## src/rtl/delaychain_pkg.sv

```systemverilog
// Shared types and default sizing for the delay-chain measurement sequencer.
// The localparams are the defaults picked up by delaychain_sequencer's parameters.
package delaychain_pkg;

  localparam int NCHAIN    = 8;
  localparam int CNT_W     = 16;
  localparam int FLUSH_CYC = 256;
  localparam int PULSE_LEN = 4;
  localparam int TIMEOUT   = 1023;

  typedef enum logic [2:0] {
    IDLE,
    FLUSH,
    LAUNCH,
    WAIT,
    DONE
  } state_e;

endpackage

```

## src/rtl/dc_cycle_counter.sv

```systemverilog
// Clear / enable cycle counter that saturates at LIMIT instead of wrapping.
// Shared by the flush and launch/wait phases of the sequencer.
module dc_cycle_counter #(
  parameter int W     = 16,
  parameter int LIMIT = 1023
) (
  input  logic         clk,
  input  logic         rst_n,
  input  logic         clr,
  input  logic         en,
  output logic [W-1:0] count,
  output logic         at_limit
);

  assign at_limit = (count == W'(LIMIT));

  // NOTE: sequential state uses non-blocking (<=) so every flop samples pre-edge values.
  always_ff @(posedge clk or negedge rst_n) begin
    if (!rst_n) begin
      count <= '0;
    end else if (clr) begin
      count <= '0;
    end else if (en && !at_limit) begin
      count <= count + 1'b1;
    end
  end

endmodule

```

## src/rtl/delaychain_sequencer.sv

```systemverilog
// Flushes a selected delay chain, launches a pulse into it and counts cycles until it
// emerges; reports latency plus stuck-at-1 and timeout fault flags. All outputs registered.
module delaychain_sequencer #(
  parameter int NCHAIN    = delaychain_pkg::NCHAIN,
  parameter int CNT_W     = delaychain_pkg::CNT_W,
  parameter int FLUSH_CYC = delaychain_pkg::FLUSH_CYC,
  parameter int PULSE_LEN = delaychain_pkg::PULSE_LEN,
  parameter int TIMEOUT   = delaychain_pkg::TIMEOUT
) (
  input  logic                      clk,
  input  logic                      rst_n,
  input  logic                      start,
  input  logic [$clog2(NCHAIN)-1:0] chan,
  output logic                      busy,
  output logic                      done,
  output logic [CNT_W-1:0]          latency,
  output logic                      err_stuck,
  output logic                      err_timeout,
  output logic [NCHAIN-1:0]         chain_din,
  input  logic [NCHAIN-1:0]         chain_dout
);

  import delaychain_pkg::*;

  localparam int CH_W = $clog2(NCHAIN);

  state_e            state;
  logic [CH_W-1:0]   chan_q;
  logic [CNT_W-1:0]  count;
  logic              at_limit;
  logic              cnt_clr;
  logic              cnt_en;
  logic              flush_last;
  logic              launch_last;
  logic              dout_sel;

  assign dout_sel    = chain_dout[chan_q];
  assign flush_last  = (state == FLUSH)  && (count == CNT_W'(FLUSH_CYC - 1));
  assign launch_last = (state == LAUNCH) && (count == CNT_W'(PULSE_LEN - 1));

  // The counter restarts at 0 on entry to FLUSH (from IDLE) and on entry to LAUNCH,
  // so count reads 0 in the first cycle chain_din[chan] is high.
  // NOTE: every always_comb output gets a default first, so no path can infer a latch.
  always_comb begin
    cnt_clr = 1'b0;
    cnt_en  = 1'b0;
    case (state)
      IDLE:         cnt_clr = 1'b1;
      FLUSH: begin
        cnt_clr = flush_last;
        cnt_en  = 1'b1;
      end
      LAUNCH, WAIT: cnt_en = 1'b1;
      default: ;
    endcase
  end

  dc_cycle_counter #(
    .W     (CNT_W),
    .LIMIT (TIMEOUT)
  ) u_counter (
    .clk      (clk),
    .rst_n    (rst_n),
    .clr      (cnt_clr),
    .en       (cnt_en),
    .count    (count),
    .at_limit (at_limit)
  );

  always_ff @(posedge clk or negedge rst_n) begin
    if (!rst_n) begin
      state       <= IDLE;
      chan_q      <= '0;
      busy        <= 1'b0;
      done        <= 1'b0;
      latency     <= '0;
      err_stuck   <= 1'b0;
      err_timeout <= 1'b0;
      chain_din   <= '0;
    end else begin
      case (state)
        IDLE: begin
          done <= 1'b0;
          if (start) begin
            chan_q      <= CH_W'(chan % NCHAIN);
            latency     <= '0;
            err_stuck   <= 1'b0;
            err_timeout <= 1'b0;
            busy        <= 1'b1;
            state       <= FLUSH;
          end
        end

        FLUSH: begin
          if (flush_last) begin
            if (dout_sel) begin
              err_stuck <= 1'b1;
              done      <= 1'b1;
              state     <= DONE;
            end else begin
              chain_din <= NCHAIN'(1) << chan_q;
              state     <= LAUNCH;
            end
          end
        end

        // Detection takes priority over timeout and over the end of the launch pulse.
        LAUNCH, WAIT: begin
          if (dout_sel) begin
            latency   <= count;
            done      <= 1'b1;
            chain_din <= '0;
            state     <= DONE;
          end else if (at_limit) begin
            latency     <= CNT_W'(TIMEOUT);
            err_timeout <= 1'b1;
            done        <= 1'b1;
            chain_din   <= '0;
            state       <= DONE;
          end else if (launch_last) begin
            chain_din <= '0;
            state     <= WAIT;
          end
        end

        DONE: begin
          done  <= 1'b0;
          busy  <= 1'b0;
          state <= IDLE;
        end

        default: begin
          done      <= 1'b0;
          busy      <= 1'b0;
          chain_din <= '0;
          state     <= IDLE;
        end
      endcase
    end
  end

endmodule
```

## config.mk

```make
export PLATFORM = sky130hd
export DESIGN_NAME = delaychain_sequencer
export DESIGN_NICKNAME = d
export VERILOG_FILES = /design/src/rtl/delaychain_pkg.sv /design/src/rtl/dc_cycle_counter.sv /design/src/rtl/delaychain_sequencer.sv
export SDC_FILE = /design/constraint.sdc
export NUM_CORES = 1
export LEC_CHECK = 0
export ABC_CLOCK_PERIOD_IN_PS = 4300
export CAP_MARGIN = 0
export CORE_ASPECT_RATIO = 0.9
export CORE_UTILIZATION = 59
export CTS_BUF_LIST = sky130_fd_sc_hd__clkbuf_4 sky130_fd_sc_hd__clkbuf_8
export CTS_CLUSTER_SIZE = 10
export DETAILED_ROUTE_END_ITERATION = 7
export MAX_ROUTING_LAYER = met4
export PLACE_DENSITY = 0.84
export RECOVER_POWER = 100
export SETUP_SLACK_MARGIN = 0.5
export SYNTH_ARGS = -nofsm -noshare
export SYNTH_HDL_FRONTEND = slang
export SYNTH_SLANG_ARGS = --single-unit
```

## constraint.sdc

```tcl
create_clock -name clk -period 4.3 [get_ports clk]
set_input_delay 0.645 -clock clk [delete_from_list [all_inputs] [get_ports clk]]
set_output_delay 0.645 -clock clk [all_outputs]
set_load 0.1 [all_outputs]
```

Word level (Yosys, flattened, before mapping)
Index checks and enable logic that the tools add are counted.
{"block": "totals", "regBits": 50}
{"block": "classes", "n_addsub": 1, "n_lt_le_gt_ge": 1, "n_eq_ne": 15, "shifts": 1, "mux": 34, "n_bitwise": 2, "reduce_logical": 19}
{"operator": "two-way mux 16 bit", "count": 5}
{"operator": "two-way mux 8 bit", "count": 5}
{"operator": "case mux 16 bit (2 select lines)", "count": 1}
{"operator": "case mux 8 bit (3 select lines)", "count": 1}
{"operator": "two-way mux 3 bit", "count": 6}
{"operator": "adder 16 x 1 -> 16 bit (second input constant)", "count": 1}
{"operator": "equality test 16 x 10 -> 1 bit (second input constant)", "count": 1}
{"operator": "equality test 16 x 2 -> 1 bit (second input constant)", "count": 1}
{"operator": "equality test 16 x 8 -> 1 bit (second input constant)", "count": 1}
{"operator": "AND reduction 4 bit", "count": 3}
{"operator": "!= test 2 bit (second input constant)", "count": 5}
{"operator": "case mux 1 bit (2 select lines)", "count": 5}
{"operator": "two-way mux 1 bit", "count": 9}
{"operator": "case mux 3 bit (3 select lines)", "count": 1}
{"operator": "AND reduction 3 bit", "count": 3}
{"operator": "<< shifter 1 x 3 -> 8 bit (first input constant)", "count": 1}
{"operator": "equality test 3 x 2 -> 1 bit (second input constant)", "count": 2}
{"operator": "nonzero test 2 bit", "count": 3}
{"operator": "< comparator 3 x 4 -> 1 bit (second input constant)", "count": 1}
{"operator": "!= test 4 x 3 -> 1 bit (second input constant)", "count": 1}
{"operator": "AND reduction 2 bit", "count": 2}
{"operator": "OR reduction 2 bit", "count": 2}
{"operator": "binary-select mux 1 bit (select 3 bit)", "count": 1}
{"operator": "equality test 3 x 1 -> 1 bit (second input constant)", "count": 1}
{"operator": "other kinds (8)", "count": 11}

Depth between registers and ports, before layout
Gate-level depths: netlist (run 1).
{"block": "logic_depth", "depth_word": 6, "depth_mapped": 8}

By module
From an unflattened synthesis (run 1), not the netlist that was laid out.
{"block": "hier_totals", "cells_unflattened": 223, "area_unflattened_um2": 2457.4}
{"mod": "delaychain_sequencer", "instances": 1, "cells_each": 131, "area_per_inst_um2": 1592.8, "seq_area_each_um2": 850.8}
{"mod": "dc_cycle_counter", "instances": 1, "cells_each": 92, "area_per_inst_um2": 864.6, "seq_area_each_um2": 400.4}

Least setup slack after synthesis (run 1)
Ideal clock, no wire load.
{"block": "synth_path", "kind": "input-to-reg", "from": "in chain_dout[7]", "to": "reg chain_din[0]", "arrival_ns": 1.919, "path_slack_ns": 2.255, "stages": 5, "path_buffers": 0, "cell_sequence": "mux2_1 > a2bb2o_4 > o21ai_2 > o211ai_4 > mux2_2"}
{"block": "synth_between", "elab_chain_cells": 4}
{"element": "start, declared", "line": "delaychain_sequencer.sv:20", "text": "input logic [NCHAIN-1:0] chain_dout"}
{"element": "binary-select mux 1 bit (select 3 bit) *", "line": "delaychain_sequencer.sv:37", "text": "assign dout_sel = chain_dout[chan_q];"}
{"element": "two-way mux 1 bit (implied by the code) *", "line": "delaychain_sequencer.sv:37"}
{"element": "!= test 4 x 3 -> 1 bit (no source line), or another cell as far along"}
{"element": "AND reduction 4 bit (no source line) or case mux 8 bit (3 select lines) (tied branches)"}
{"element": "end signal, assigned", "line": "delaychain_sequencer.sv:101", "text": "chain_din <= NCHAIN'(1) << chan_q;"}
{"element": "end, declared", "line": "delaychain_sequencer.sv:19", "text": "output logic [NCHAIN-1:0] chain_din,"}
Every way passes the cells marked *; elsewhere a longest branch is shown, timed or not. The select of a mux whose other input is x is not followed.
A chain may end at the register's enable or synchronous reset.

Final worst setup path (run 1)
{"block": "layout_path", "from": "reg u_counter.count[0]", "to": "reg u_counter.count[4]"}
{"block": "layout_between", "elab_chain_cells": 4}
{"element": "start, declared", "line": "dc_cycle_counter.sv:11", "text": "output logic [W-1:0] count,"}
{"element": "start signal, assigned", "line": "dc_cycle_counter.sv:24", "text": "count <= count + 1'b1;"}
{"element": "parallel branches: the longest is 4 deep, another holds adder 16 x 1 -> 16 bit"}
Parallel ways; which one is timed is not known. The select of a mux whose other input is x is not followed.

==> impl_metrics.csv, run 1 <==
group,metric,value,unit
clock_network,cts_setup_buffers,0,
setup_path,cp.required,4410,ps
setup_path,crit_path_start,"u_counter.count[0]",
logic_synthesis,ys_types,46,
clock_network,clock_path_buffers,2,
power,power.total,0.00173,W
hold_path,whs_endpoint,"busy",
timing,final_hold_viol_count,0,
hold_path,holdCritPathClass,"flop to flop",
logic_synthesis,syn_area,0.00257,mm^2
routing,drc,0,
routing,wl,5090,um
setup_path,end_kind,"flop",
floorplan,num_rows,22,
floorplan,die_h,64.7,um
cells_and_area,postLayoutCoreUtil,0.735,
setup_path,cpLargestDelayFamily,"compound AO/OA/AOI/OAI gates",
clock_network,clk_latency,300,ps
setup_path,worstPathCellList,"ha_1 -> and3_1 -> nand4_1 -> a21boi_0 -> nor2_1",
setup_path,slowest_stage,"a21boi_0",
clock_network,cts.repair.resized,0,
logic_synthesis,syn_nets,264,
logic_synthesis,ys_seq_area_frac,0.486,
place,dp_hpwl,3540,um
logic_synthesis,synth-seq-cells,50,
logic_synthesis,synth.most_common_cell,"dfrtp_1",
routing,wire_per_inst,15.4,um
logic_synthesis,synth_top_area_share,0.486,
setup_path,reg2reg_to,"u_counter.count[4]",
setup_path,criticalPathCategory,"flop to flop",
timing,min_period,2950,ps
logic_synthesis,yosys_warnings,0,
routing,dr.first_iter.drc_count,104,
power,leakage,1.36,nW
global_routing,grt_max_degree,51,
setup_path,rr_worst_depth,5,
global_routing,grt_use_total,0.254,
timing,skew,5.59,ps
logic_synthesis,synth_edf_count,0,
floorplan,core-area,0.00413,mm^2
floorplan,ioPinCount,42,
cells_and_area,drive_gt1_frac,0.0954,
clock_network,numCtsBuffers,5,
logic_synthesis,netlist_instances,248,
timing,slew_headroom,-0.697,
setup_path,path_buf_inv,0,
setup_path,cp-start-kind,"flop",
global_routing,first_global_vias,1871,
routing,drtAntennaViolNets,0,
outcome,status,"complete, but fails checks",
logic_synthesis,synth_common_cells,"dfrtp_1, nor2_1, nand2_1, mux2_2, o21ai_0",
clock_network,cts_max_level,2,
cells_and_area,fin_nets,298,
timing,rsz0062_at_grt,"false",
logic_synthesis,yosys_most_used_dff,"dfrtp_1",
global_routing,grt_pass1_wl,8850,um
setup_path,r2r_slack,1350,ps
cells_and_area,antenna_cells,0,
floorplan,die_area,0.00463,mm^2
routing,vias_per_cell,5.90,
logic_synthesis,async_flop_share,1.00,
timing,setup_viol,0,
place,globalplace.congestion,0.816,
cells_and_area,synthToLayoutAreaGrowth,17.9,%
clock_network,cts_tree,"yes",
timing,period_share,0.686,
job,max-cap-violations,3,
logic_synthesis,synthTopCellsByArea,"dfrtp_1, mux2_2, nor2_1",
routing,dr.pass1.iters,5,
logic_synthesis,yosysTopAreaCell,"dfrtp_1",
place,port_buffers,41,
global_routing,antenna_found_initial,0,
clock_network,ctsHoldBuffers,0,
hold_path,holdPathStages,1,
setup_path,cp.arrival,3060,ps
clock_network,root_buffer,"clkbuf_8",
power,ir_worst_vdd,0.352,mV
timing,fmax,0.339,GHz
logic_synthesis,avgSynthCellArea,10.4,um^2
hold_path,hold_path.startpoint,"busy",
clock_network,clk_pin_slew,90,ps
timing,slew_violations,78,
floorplan,fp.dieW,71.6,um
setup_path,slowest_delay,1470,ps
routing,dr_total_vias,1953,
floorplan,start_util,0.623,
timing,tns,0,ps
setup_path,timing.rr.start,"u_counter.count[0]",
power,powerDensity,569,mW/mm^2
timing,tightest_slew,2550,ps
setup_path,path_max_fanout,16,
outcome,violations,"capacitance limit, slew limit",
global_routing,grt_remaining_overflow,0,
clock_network,clock_sinks,50,
[flip-flops by register name, summed over array words and instances, names as in the netlist]
signal and cells:
latency 16, chain_din 8, busy 1, err_stuck 1
state 3, err_timeout 1, u_counter.count 16, done 1
chan_q 3
[layout make-up]
class | count | area, um^2
clock inverter | 2 | 12.5
fill | 306 | 1090
clock buffer | 6 | 82.6
multi-input combinational | 172 | 1180
tap | 48 | 60.1
timing repair buffer | 41 | 404
sequential | 50 | 1250
inverter | 12 | 45.0
[per-layer routing]
layer	part of all wire	up-vias	track usage
met5	0	-	-
met4	0.011	0	0.0760
met3	0.048	7	0.0544
met2	0.47	59	0.403
met1	0.47	927	0.331
li1	-	960	-
[worst max path at each step]
stage	endpoint	slack, ps	cells past startpoint
6_report	u_counter.count[4]	1350	5
5_1_grt	u_counter.count[4]	970	4
4_1_cts	chain_din[3]	1840	1
3_5_place_dp	latency[14]	1570	6
3_3_place_gp	latency[11]	1640	6
2_1_floorplan	chain_din[0]	2260	5
[power by group]
group	switching, W	internal [W]	leakage (nW)
sequential	0.0000852	0.000542	0.679
combinational	0.000585	0.000235	0.634
clock	0.000150	0.000129	0.0472
[kinds of logic after synthesis]
family,Yosys count,synth area share
AND/OR/NAND/NOR,92,0.200
flip-flops,50,0.486
AO/OA/AOI/OAI,47,0.140
buffers and inverters,26,0.0442
multiplexers,16,0.0690
XOR/XNOR,15,0.0510
adder cells (fa/ha/maj),2,0.00972
[cells in the final DEF (no fill, tap or decap), types with 7 or more instances in the layout]
cell type / n
xor2_1: 8
xnor2_1: 7
o2111ai_1: 10
nand2_1: 15
dfrtp_1: 50
dlygate4sd3_1: 28
o21ai_0: 13
mux2_2: 13
nand3_1: 7
nor2_1: 29
inv_1: 12
nor4_1: 7
clkdlybuf4s50_1: 12
[metrics by stage]
| step | hold slack [ps] | cells | setup slack, ps | cell area, um^2 |
|---|---|---|---|---|
| global route | 516 | 331 | 972 | 3030 |
| floorplan | 349 | 248 | 2260 | 2570 |
| detailed placement | 474 | 323 | 1570 | 2970 |
| finish | 484 | 331 | 1350 | 3030 |
| CTS | 499 | 331 | 1840 | 3070 |
| global placement | 463 | 323 | 1640 | 2970 |
[worst reg2reg max path, cell delays in order, from the launching register on]
cell      delay (ps)
dfrtp_1          440
ha_1             190
and3_1           270
nand4_1          250
a21boi_0        1470
nor2_1           140
Note: power is estimated with default switching activity, not from simulation.
==> run 2: changes to the inputs <==
- ABC_CLOCK_PERIOD_IN_PS: 4300 -> 2600
- CORE_UTILIZATION: 59 -> 50
- PLACE_DENSITY: 0.84 -> 0.75
- clock period: 4.3 -> 2.6 ns (I/O delays scaled with it)
==> run 2 against run 1 <==
Compared with the run above: the run now ends clean; global-route usage down 3.9 points; die area up 17%; via count up 3.8%; largest power group unchanged; critical path depth unchanged; maximum frequency up 33%; worst setup slack worse by 960 ps; flip-flop and latch count unchanged; non-clock buffer count up 9; core utilization down 13 points; clock power up 55%; hold slack worse by 280 ps; largest cell class unchanged.
==> impl_metrics.csv, run 2 (synthesized netlist as in run 1, its figures left out) <==
group,metric,value,unit
clock_network,ctsHoldBuffers,0,
global_routing,grt_pass1_wl,8920,um
timing,slew_headroom,0.218,
place,globalplace.congestion,0.808,
outcome,status,"completed",
hold_path,holdCritPathClass,"input port to asynchronous set/reset pin",
place,dp_hpwl,3860,um
routing,wl,5470,um
cells_and_area,antenna_cells,0,
routing,dr.pass1.iters,4,
floorplan,fp.dieW,77.6,um
power,powerDensity,990,mW/mm^2
clock_network,root_buffer,"clkbuf_8",
setup_path,slowest_stage,"or2_0",
clock_network,clk_pin_slew,90,ps
cells_and_area,top_regs,"latency (16), u_counter.count (16), chain_din (8)",
cells_and_area,most-common-layout-cells,"dfrtp_1, clkbuf_1, nor2_1, nand2_1, o21ai_0",
timing,slew_violations,0,
setup_path,criticalPathCategory,"flop to flop",
clock_network,cts_max_level,2,
clock_network,numCtsBuffers,5,
power,leakage,1.26,nW
routing,drc,0,
global_routing,grt_remaining_overflow,0,
timing,tightest_slew,1180,ps
cells_and_area,drive_gt1_frac,0.120,
floorplan,core-area,0.00489,mm^2
setup_path,end_kind,"flop",
setup_path,slowest_delay,620,ps
floorplan,start_util,0.526,
cells_and_area,n_fill_cell,440,
routing,wl_met3,213,um
cells_and_area,synthToLayoutAreaGrowth,15.5,%
setup_path,worstPathCellList,"mux2_4 -> o22ai_4 -> or2_0 -> nor3b_2 -> a22o_1",
routing,wl_met2,2530,um
routing,drtAntennaViolNets,0,
power,ir_worst_vdd,0.597,mV
global_routing,first_global_vias,1879,
job,max-cap-violations,0,
clock_network,clock_sinks,50,
floorplan,ioPinCount,42,
global_routing,antenna_found_initial,0,
routing,vias_per_cell,5.70,
setup_path,path_max_fanout,13,
timing,rsz0062_at_grt,"false",
routing,dr_total_vias,2028,
setup_path,cp-start-kind,"flop",
setup_path,cp.required,2800,ps
timing,setup_viol,0,
timing,fmax,0.452,GHz
timing,tns,0,ps
timing,min_period,2210,ps
clock_network,clock_path_buffers,2,
cells_and_area,postLayoutCoreUtil,0.607,
global_routing,grt_use_total,0.215,
setup_path,cp.arrival,2410,ps
timing,period_share,0.851,
clock_network,clk_latency,300,ps
clock_network,cts_tree,"yes",
timing,final_hold_viol_count,0,
global_routing,grt_max_degree,34,
cells_and_area,mostFrequentLayoutCell,"dfrtp_1",
power,power.total,0.00294,W
timing,skew,7.24,ps
floorplan,num_rows,24,
routing,met1_length,2680,um
floorplan,die_area,0.00544,mm^2
routing,highest_layer,"met4",
routing,wire_per_inst,15.4,um
place,port_buffers,41,
floorplan,die_h,70.1,um
cells_and_area,fin_nets,307,
routing,dr.first_iter.drc_count,140,
==> run 2: what timing repair did <==
item,in CTS,in global routing
setup buffers,0,4
cloned,0,0
setup endpoints to repair,14,18
hold endpoints to repair,0,0
gates resized for setup,2,9
pin swaps,1,2
==> run 2: per-layer routing <==
layer | GRT usage | up-vias
li1 | - | 982
met1 | 0.288 | 994
met2 | 0.341 | 46
met3 | 0.0366 | 6
met4 | 0.0524 | 0
met5 | - | -
==> run 2: layout make-up <==
class,instances,area [um^2],area share
Sequential cell,50,1250,0.421
Multi-Input combinational cell,172,1220,0.410
Timing Repair Buffer,50,295,0.0993
Tap cell,65,81.3,0.0274
Clock buffer,5,68.8,0.0231
Inverter,12,45.0,0.0152
Clock inverter,2,10.0,0.00337
==> run 2: power by group <==
| part | internal, W | switching (W) | leakage (nW) |
|---|---|---|---|
| Combinational | 0.000429 | 0.00102 | 0.539 |
| Sequential | 0.000898 | 0.000161 | 0.678 |
| Clock | 0.000181 | 0.000252 | 0.0438 |
| Total | 0.00151 | 0.00143 | 1.26 |
==> run 2: per-stage QoR <==
stage / worst slack, ps / hold WS [ps] / instance area [um^2] / cells
floorplan: 610 / 94.4 / 2570 / 248
global placement: 339 / 331 / 2960 / 345
detailed placement: 287 / 340 / 2960 / 345
CTS: 524 / 6.93 / 3040 / 352
global route: 262 / 272 / 2970 / 356
finish: 388 / 207 / 2970 / 356
==> run 2: path summary, 6_finish.rpt <==
path | endpoint | from | slack [ps] | cells past startpoint
max reg2reg | latency[11] | chan_q[1] | 390 | 5
max | latency[11] | chan_q[1] | 390 | 5
max in group asynchronous | latency[4] | rst_n | 1060 | 2
min in group clk | chain_din[2] | chain_din[2] | 510 | 1
min | latency[11] | rst_n | 210 | 1
min reg2reg | chain_din[2] | chain_din[2] | 510 | 1
==> run 2: critical path, delay by kind of cell, from the launching register on <==
kind             cells  cell delay [ps]
multiplexers         1              350
flip-flops           1              490
AND/OR/NAND/NOR      2              820
AO/OA/AOI/OAI        2              440
==> run 3: changes to the inputs <==
- CORE_UTILIZATION: 50 -> 40
- PLACE_DENSITY: 0.75 -> 0.62
==> run 3 against run 2 <==
Compared with the run above: power up 3.9%; sequential power about the same; cell count increased by 7.3%; core utilization down 11 points; critical path type unchanged.
==> impl_metrics.csv, run 3 (synthesized netlist as in run 1, its figures left out) <==
group,metric,value,unit
outcome,status,"completed",
global_routing,antenna_found_initial,0,
cells_and_area,n_fill_cell,628,
cells_and_area,synthToLayoutAreaGrowth,19.3,%
global_routing,grt_pass1_wl,9070,um
floorplan,die_h,78.1,um
timing,slew_headroom,0.0165,
timing,rsz0062_at_grt,"true",
routing,dr.pass1.iters,4,
timing,holdWs,433,ps
hold_path,holdCritPathClass,"input port to asynchronous set/reset pin",
routing,wire_per_inst,14.5,um
timing,slew_violations,0,
routing,wl_met2,2450,um
cells_and_area,top_regs,"latency (16), u_counter.count (16), chain_din (8)",
timing,tightest_slew,1480,ps
place,place_ws,304,ps
floorplan,start_util,0.419,
floorplan,num_rows,27,
timing,period_share,0.830,
routing,wl,5530,um
setup_path,cp.arrival,2350,ps
power,powerDensity,996,mW/mm^2
global_routing,first_global_vias,1819,
clock_network,clk_latency,300,ps
place,dp_hpwl,3890,um
cells_and_area,most-common-layout-cells,"dfrtp_1, clkbuf_1, nor2_1, nand2_1, o21ai_0",
global_routing,grt_use_total,0.176,
clock_network,clock_sinks,50,
timing,final_hold_viol_count,0,
timing,setup_viol,0,
routing,vias_per_cell,5.19,
routing,dr_total_vias,1982,
setup_path,r2r_slack,440,ps
cells_and_area,multi_input_area,0.00121,mm^2
place,port_buffers,41,
power,leakage,1.29,nW
cells_and_area,regArea,0.00126,mm^2
clock_network,clock_path_buffers,2,
setup_path,cp-start-kind,"flop",
timing,tns,0,ps
cells_and_area,mostFrequentLayoutCell,"dfrtp_1",
clock_network,ctsHoldBuffers,0,
routing,dr.first_iter.drc_count,94,
timing,fmax,0.463,GHz
routing,drtAntennaViolNets,0,
timing,min_period,2160,ps
floorplan,core-area,0.00615,mm^2
power,ir_worst_vdd,0.402,mV
cells_and_area,antenna_cells,0,
place,globalplace.congestion,0.778,
clock_network,cts_max_level,2,
clock_network,cts_tree,"yes",
cells_and_area,fin_nets,310,
clock_network,numCtsBuffers,5,
clock_network,root_buffer,"clkbuf_8",
setup_path,cp.required,2800,ps
routing,drc,0,
floorplan,die_area,0.00676,mm^2
routing,met1_length,2820,um
cells_and_area,drive_gt1_frac,0.153,
setup_path,criticalPathCategory,"flop to flop",
global_routing,grt_remaining_overflow,0,
floorplan,ioPinCount,42,
clock_network,clk_pin_slew,100,ps
setup_path,path_max_fanout,13,
timing,skew,8.32,ps
timing,fin_ws,442,ps
setup_path,end_kind,"flop",
floorplan,fp.dieW,86.6,um
global_routing,grt_max_degree,27,
job,max-cap-violations,0,
routing,highest_layer,"met4",
routing,wl_met3,229,um
-- run 3: cell types whose count changed in the layout (fill, tap and decap cells not counted), sizes merged --
cell      delta
bufinv       +1
clkbuf       -1
buf          +5
clkinv       -2
clkinvlp     +1
-- run 3: repair_timing --
action | 4_1_cts | 5_1_grt
gates resized for setup | 1 | 8
cloned | 0 | 0
pin swaps | 0 | 3
endpoints found under the setup margin | 14 | 17
endpoints found under the hold margin | 0 | 0
setup buffers | 0 | 6
-- run 3: worst paths after layout --
| path | startpoint | end | cells past startpoint |
|---|---|---|---|
| worst max register to register | chan_q[1] | latency[12] | 5 |
| max in group asynchronous | rst_n | u_counter.count[0] | 1 |
| min in group clk | busy | busy | 1 |
| worst max-delay path | chan_q[1] | latency[12] | 5 |
| worst min register to register | busy | busy | 1 |
| worst min-delay path | rst_n | chan_q[1] | 1 |
-- run 3: area by class of cell --
cell class / instances / share of cell area
Multi-Input combinational cell: 172 / 0.393
Inverter: 12 / 0.0147
Tap cell: 87 / 0.0355
Clock inverter: 2 / 0.0122
Sequential cell: 50 / 0.409
Clock buffer: 6 / 0.0249
Timing Repair Buffer: 53 / 0.111
-- run 3: worst max-delay path: stages (launching register included) --
cell and delay (ps):
dfrtp_2 420, mux2_2 350, o22ai_2 240, or2_0 690, nor3b_4 140, a22o_1 220
-- run 3: layer usage --
metal | vias to the layer above | track usage
met3 | 2 | 0.0305
met5 | - | -
met1 | 956 | 0.255
met2 | 40 | 0.259
met4 | 0 | 0.0400
li1 | 984 | -
-- run 3: report_power, final --
part           leakage, nW  internal, W  switching, W
logic                0.558     0.000439       0.00102
clock network       0.0548     0.000298      0.000258
registers            0.673     0.000900      0.000144
-- run 3: stage by stage --
stage | std cells | util | power, W | cell area, um^2
final | 382 | 0.499 | 0.00306 | 3070
after global routing | 382 | 0.499 | 0.00325 | 3070
after CTS | 376 | 0.508 | 0.00308 | 3120
after detailed placement | 368 | 0.489 | 0.00251 | 3010
after global placement | 368 | 0.489 | 0.00250 | 3010
after floorplan | 248 | - | 0.00220 | 2570
